<file path="src/rtl/card_dealer_if.sv">
// Request/response bundle between the card dealer, its rng source and the game controller.
// master: the consumer that requests cards; slave: the dealer itself.
interface card_dealer_if;
  logic [5:0] rand_val;
  logic       deal_req;
  logic       shuffle;
  logic       card_valid;
  logic [3:0] card_rank;
  logic [1:0] card_suit;
  logic [3:0] card_points;
  logic [5:0] cards_left;
  logic       deck_empty;
  logic       busy;

  modport master (
    output rand_val, deal_req, shuffle,
    input  card_valid, card_rank, card_suit, card_points, cards_left, deck_empty, busy
  );

  modport slave (
    input  rand_val, deal_req, shuffle,
    output card_valid, card_rank, card_suit, card_points, cards_left, deck_empty, busy
  );
endinterface

</file>
<file path="src/rtl/card_dealer.sv">
// Deals cards without replacement from one 52-card deck, drawing entropy from rand_val.
// Rejects samples >= 52 and resolves collisions by linear probing with wrap at 51.
module card_dealer #(
  parameter logic [3:0] ACE_POINTS  = 4'd11,
  parameter logic [3:0] FACE_POINTS = 4'd10
) (
  input  logic          CLOCK_50,
  input  logic          resetn,
  card_dealer_if.slave  bus
);

  typedef enum logic [1:0] {IDLE, SAMPLE, PROBE} state_t;

  state_t      state_reg;
  logic [51:0] used_reg;
  logic [5:0]  idx_reg;
  logic [5:0]  cards_left_reg;
  logic        deck_empty_reg;
  logic        busy_reg;
  logic        card_valid_reg;
  logic [3:0]  card_rank_reg;
  logic [1:0]  card_suit_reg;
  logic [3:0]  card_points_reg;

  logic [5:0]  suit_base;
  logic [1:0]  suit_dec;
  logic [3:0]  rank_dec;
  logic [3:0]  points_dec;
  logic [5:0]  idx_wrap;
  logic        slot_used;

  // Suit/rank split by comparing against the suit boundaries instead of dividing.
  always_comb begin
    suit_dec  = 2'd0;
    suit_base = 6'd0;
    if (idx_reg >= 6'd39) begin
      suit_dec  = 2'd3;
      suit_base = 6'd39;
    end else if (idx_reg >= 6'd26) begin
      suit_dec  = 2'd2;
      suit_base = 6'd26;
    end else if (idx_reg >= 6'd13) begin
      suit_dec  = 2'd1;
      suit_base = 6'd13;
    end
    rank_dec = 4'(idx_reg - suit_base) + 4'd1;
    if (rank_dec == 4'd1) begin
      points_dec = ACE_POINTS;
    end else if (rank_dec >= 4'd11) begin
      points_dec = FACE_POINTS;
    end else begin
      points_dec = rank_dec;
    end
    idx_wrap  = (idx_reg == 6'd51) ? 6'd0 : idx_reg + 6'd1;
    slot_used = used_reg[idx_reg];
  end

  always_ff @(posedge CLOCK_50 or negedge resetn) begin
    if (!resetn) begin
      state_reg       <= IDLE;
      used_reg        <= '0;
      idx_reg         <= '0;
      cards_left_reg  <= 6'd52;
      deck_empty_reg  <= 1'b0;
      busy_reg        <= 1'b0;
      card_valid_reg  <= 1'b0;
      card_rank_reg   <= '0;
      card_suit_reg   <= '0;
      card_points_reg <= '0;
    end else begin
      card_valid_reg <= 1'b0;
      // Shuffle wins over everything, including an in-flight draw.
      if (bus.shuffle) begin
        state_reg      <= IDLE;
        used_reg       <= '0;
        cards_left_reg <= 6'd52;
        deck_empty_reg <= 1'b0;
        busy_reg       <= 1'b0;
      end else begin
        case (state_reg)
          IDLE: begin
            if (bus.deal_req && !deck_empty_reg) begin
              state_reg <= SAMPLE;
              busy_reg  <= 1'b1;
            end
          end
          SAMPLE: begin
            if (bus.rand_val < 6'd52) begin
              idx_reg   <= bus.rand_val;
              state_reg <= PROBE;
            end
          end
          PROBE: begin
            if (!slot_used) begin
              used_reg[idx_reg] <= 1'b1;
              cards_left_reg    <= cards_left_reg - 6'd1;
              deck_empty_reg    <= (cards_left_reg == 6'd1);
              card_rank_reg     <= rank_dec;
              card_suit_reg     <= suit_dec;
              card_points_reg   <= points_dec;
              card_valid_reg    <= 1'b1;
              busy_reg          <= 1'b0;
              state_reg         <= IDLE;
            end else begin
              idx_reg <= idx_wrap;
            end
          end
          default: state_reg <= IDLE;
        endcase
      end
    end
  end

  assign bus.card_valid  = card_valid_reg;
  assign bus.card_rank   = card_rank_reg;
  assign bus.card_suit   = card_suit_reg;
  assign bus.card_points = card_points_reg;
  assign bus.cards_left  = cards_left_reg;
  assign bus.deck_empty  = deck_empty_reg;
  assign bus.busy        = busy_reg;

endmodule

</file>
<file path="src/flat_wrapper.sv">
// flat-port wrapper written by rule: the top's interface ports become plain ports
module card_dealer_flat 
#(
  parameter logic [3:0] ACE_POINTS  = 4'd11,
  parameter logic [3:0] FACE_POINTS = 4'd10
)
  (CLOCK_50, resetn, bus_rand_val, bus_deal_req, bus_shuffle, bus_card_valid, bus_card_rank, bus_card_suit, bus_card_points, bus_cards_left, bus_deck_empty, bus_busy);
  card_dealer_if bus_i ();
  input  logic CLOCK_50;
  input  logic resetn;
  input wire logic [$bits(bus_i.rand_val)-1:0] bus_rand_val;
  input wire logic [$bits(bus_i.deal_req)-1:0] bus_deal_req;
  input wire logic [$bits(bus_i.shuffle)-1:0] bus_shuffle;
  output wire logic [$bits(bus_i.card_valid)-1:0] bus_card_valid;
  output wire logic [$bits(bus_i.card_rank)-1:0] bus_card_rank;
  output wire logic [$bits(bus_i.card_suit)-1:0] bus_card_suit;
  output wire logic [$bits(bus_i.card_points)-1:0] bus_card_points;
  output wire logic [$bits(bus_i.cards_left)-1:0] bus_cards_left;
  output wire logic [$bits(bus_i.deck_empty)-1:0] bus_deck_empty;
  output wire logic [$bits(bus_i.busy)-1:0] bus_busy;
  assign bus_i.rand_val = bus_rand_val;
  assign bus_i.deal_req = bus_deal_req;
  assign bus_i.shuffle = bus_shuffle;
  assign bus_card_valid = bus_i.card_valid;
  assign bus_card_rank = bus_i.card_rank;
  assign bus_card_suit = bus_i.card_suit;
  assign bus_card_points = bus_i.card_points;
  assign bus_cards_left = bus_i.cards_left;
  assign bus_deck_empty = bus_i.deck_empty;
  assign bus_busy = bus_i.busy;
  card_dealer #(.ACE_POINTS(ACE_POINTS), .FACE_POINTS(FACE_POINTS)) u_core (.CLOCK_50(CLOCK_50), .resetn(resetn), .bus(bus_i));
endmodule
</file>
<file path="config.mk">
export PLATFORM = sky130hd
export DESIGN_NAME = card_dealer_flat
export DESIGN_NICKNAME = d
export VERILOG_FILES = /design/src/rtl/card_dealer_if.sv /design/src/rtl/card_dealer.sv /design/src/flat_wrapper.sv
export SDC_FILE = /design/constraint.sdc
export NUM_CORES = 1
export LEC_CHECK = 0
export CORE_ASPECT_RATIO = 1.75
export CORE_MARGIN = 5
export CORE_UTILIZATION = 25
export DETAILED_ROUTE_END_ITERATION = 12
export GPL_TIMING_DRIVEN = 1
export PLACE_DENSITY = 0.42
export RECOVER_POWER = 25
export SLEW_MARGIN = 5
export SYNTH_ARGS = -nofsm -noshare
export SYNTH_HDL_FRONTEND = slang
export SYNTH_SLANG_ARGS = --single-unit
</file>
<file path="constraint.sdc">
create_clock -name CLOCK_50 -period 3.2 [get_ports CLOCK_50]
set_input_delay 0.32 -clock CLOCK_50 [delete_from_list [all_inputs] [get_ports CLOCK_50]]
set_output_delay 0.32 -clock CLOCK_50 [all_outputs]
set_load 0.005 [all_outputs]
</file>
==> results.tsv <==
metric	value	unit
pin_count	29	
timing.setup.tns	0	ps
grt_pass1_wl	19800	um
p_per_area	814	nW/um^2
cts_resized	0	
wl_per_cell	17.6	um
synth.avg_cell_area	9.85	um^2
cts_max_path_buffers	2	
synth_top_area_frac	0.445	
tightest_slew	2050	ps
numCtsBuffers	9	
postCtsSetupBuffers	0	
synthFlopType	dfrtp_1	
place.gp.congestion	0.774	
startpoint_type	flop	
r2r_cells	12	
setup_viol_count_final	0	
largest_reg_flops	52	
cts_hold_buf	0	
area_growth	22.2	%
cap_violations	1	
yosysSeqAreaShare	0.463	
drtAntennaViolNets	0	
status	complete, but fails checks	
synth_top_area_cell	dfrtp_1	
place_area	4880	um^2
path_max_fanout	9	
syn_inst	434	
rsz0062_at_grt	false	
design_area	5220	um^2
synthArstFlopShare	1.00	
violations	max-capacitance violations, max-slew violations	
synth_edf_count	0	
leakage	2.15	nW
grt_pass1_vias	3488	
routed_wl	12400	um
slew_violations	80	
cp-end-kind	flop	
hpwl	8970	um
period_needed	2950	ps
vias	3353	
grt_use_total	0.129	
clockRootBuffer	clkbuf_16	
slew_headroom	-0.369	
synth_cell_types	53	
yosys_warnings	0	
cp.required	3420	ps
dr.first_iter.drc_count	148	
viasPerCell	4.78	
worstSkewPairLatency	340	ps
clock-skew-final	8.73	ps
hold_path_class	in -> reg	
clock.fmax	339	MHz
clkSinkCount	79	
tritoncts	built	
grt_max_degree	80	
netlist_top_cells_area	dfrtp_1, o22ai_1, inv_1	
port_buffers	28	
finish.cell_count_without_fillers	702	
yosys_register_bits	79	
diodes	0	
drc	0	
period_share	0.921	
pre_cts_slack	163	ps
fp.coreArea	16900	um^2
die_h	183	um
arrival	3170	ps
placedCellCount	686	
holdPathStages	2	
drive_above_1_share	0.135	
cts_max_level	3	
synth_nets	456	
finalHoldViolations	0	
ir_drop	304	uV
die_w	109	um
dr.pass1.iters	5	
grt_overflow_total	0	
rows	63	
criticalPathCategory	reg -> reg	
dieArea	19900	um^2
initial_utilization	0.253	
path_clk_slew	60	ps
antenna_found_initial	0	
synth_area	4270	um^2
finalWorstSetupSlack	252	ps
finalNetCount	492	
[power by group]
group          internal (mW)  switching (mW)
registers               1.11          0.0735
logic                  0.754            1.10
clock network          0.786           0.420
[cell families after synthesis]
| kind of cell | synth area share |
|---|---|
| buf+inv | 0.0878 |
| mux | 0.0837 |
| simple gates | 0.141 |
| flops | 0.463 |
| compound gates | 0.171 |
| xor+xnor | 0.0164 |
| fa+ha+maj | 0.0369 |
[critical path, cell delays in order (launching register included)]
cell,delay [ps]
dfrtp_1,480
buf_4,240
clkinv_1,100
ha_1,190
nand2b_1,60
a31oi_1,80
o22ai_1,350
xor2_1,160
fa_1,490
xor2_1,200
nand3_1,110
o211ai_1,100
mux2_2,270
[through the flow]
stage,utilization,hold slack [ps],total power [mW]
floorplan,-,24.4,2.38
global placement,0.289,468,3.10
detailed placement,0.289,470,3.10
CTS,0.310,212,4.32
global route,0.310,498,4.50
finish,0.310,461,4.25
[cell usage after synthesis (4+ instances only)]
cell type and count:
or3_1 4, o22ai_1 39, o31ai_1 7, nor3_1 12, nand2b_1 15, mux2i_1 20, buf_2 5, buf_6 4
a21oi_1 8, o32ai_1 16, inv_1 61, nand3b_1 5, xnor2_1 5, a31oi_1 6, ha_1 11, nand2_1 27
nand3_1 8, nor2_1 20, mux4_2 4, o21ai_1 4, a211oi_1 4, dfrtp_1 76, and3b_1 5, or2_2 4
clkbuf_1 12
[per-layer routing]
layer	vias up	global-route usage	share of wire
li1	1611	-	-
met5	-	0	0
met3	15	0.0141	0.023
met2	59	0.237	0.55
met1	1668	0.147	0.40
met4	0	0.0571	0.026
[worst paths after layout]
| check | from | endpoint | slack [ps] |
|---|---|---|---|
| max reg2reg | u_core.idx_reg[0]$_DFFE_PN0P_ | u_core.bus.card_points[1]$_DFFE_PN0P_ | 250 |
| min reg2reg | u_core.bus.card_points[2]$_DFFE_PN0P_ | u_core.bus.card_points[2]$_DFFE_PN0P_ | 480 |
| min in group asynchronous | resetn | u_core.bus.card_rank[0]$_DFFE_PN0P_ | 540 |
| min | bus_shuffle | u_core.bus.cards_left[0]$_DFFE_PN0P_ | 460 |
| max in group asynchronous | resetn | u_core.idx_reg[1]$_DFFE_PN0P_ | 1430 |
| max | u_core.idx_reg[0]$_DFFE_PN0P_ | u_core.bus.card_points[1]$_DFFE_PN0P_ | 250 |
[placed cells by master, fill, tap and decap left out, types with 4 or more instances in the layout]
| cell | count |
|---|---|
| clkdlybuf4s50_1 | 26 |
| a21oi_1 | 8 |
| nand3b_1 | 5 |
| a31oi_1 | 6 |
| nand3_1 | 8 |
| a211oi_1 | 4 |
| inv_1 | 61 |
| dfrtp_1 | 76 |
| xnor2_1 | 5 |
| nand2_1 | 27 |
| and3b_1 | 5 |
| clkbuf_16 | 9 |
| o31ai_1 | 7 |
| nor2_1 | 20 |
| o32ai_1 | 16 |
| mux4_2 | 4 |
| or2_2 | 4 |
| nor3_1 | 12 |
| buf_4 | 22 |
| ha_1 | 11 |
| or3_1 | 4 |
| o22ai_1 | 39 |
| o21ai_1 | 4 |
| mux2i_1 | 20 |
| nand2b_1 | 15 |
[cell type report]
class	count	area, um^2
fillers	1798	11600
flip-flops and latches	79	1980
multi-input cells	266	1920
repair buffers	51	455
well taps	227	284
clock buffers	11	243
inverters	63	236
clock inverters	5	104
(Power assumes the default switching activity.)
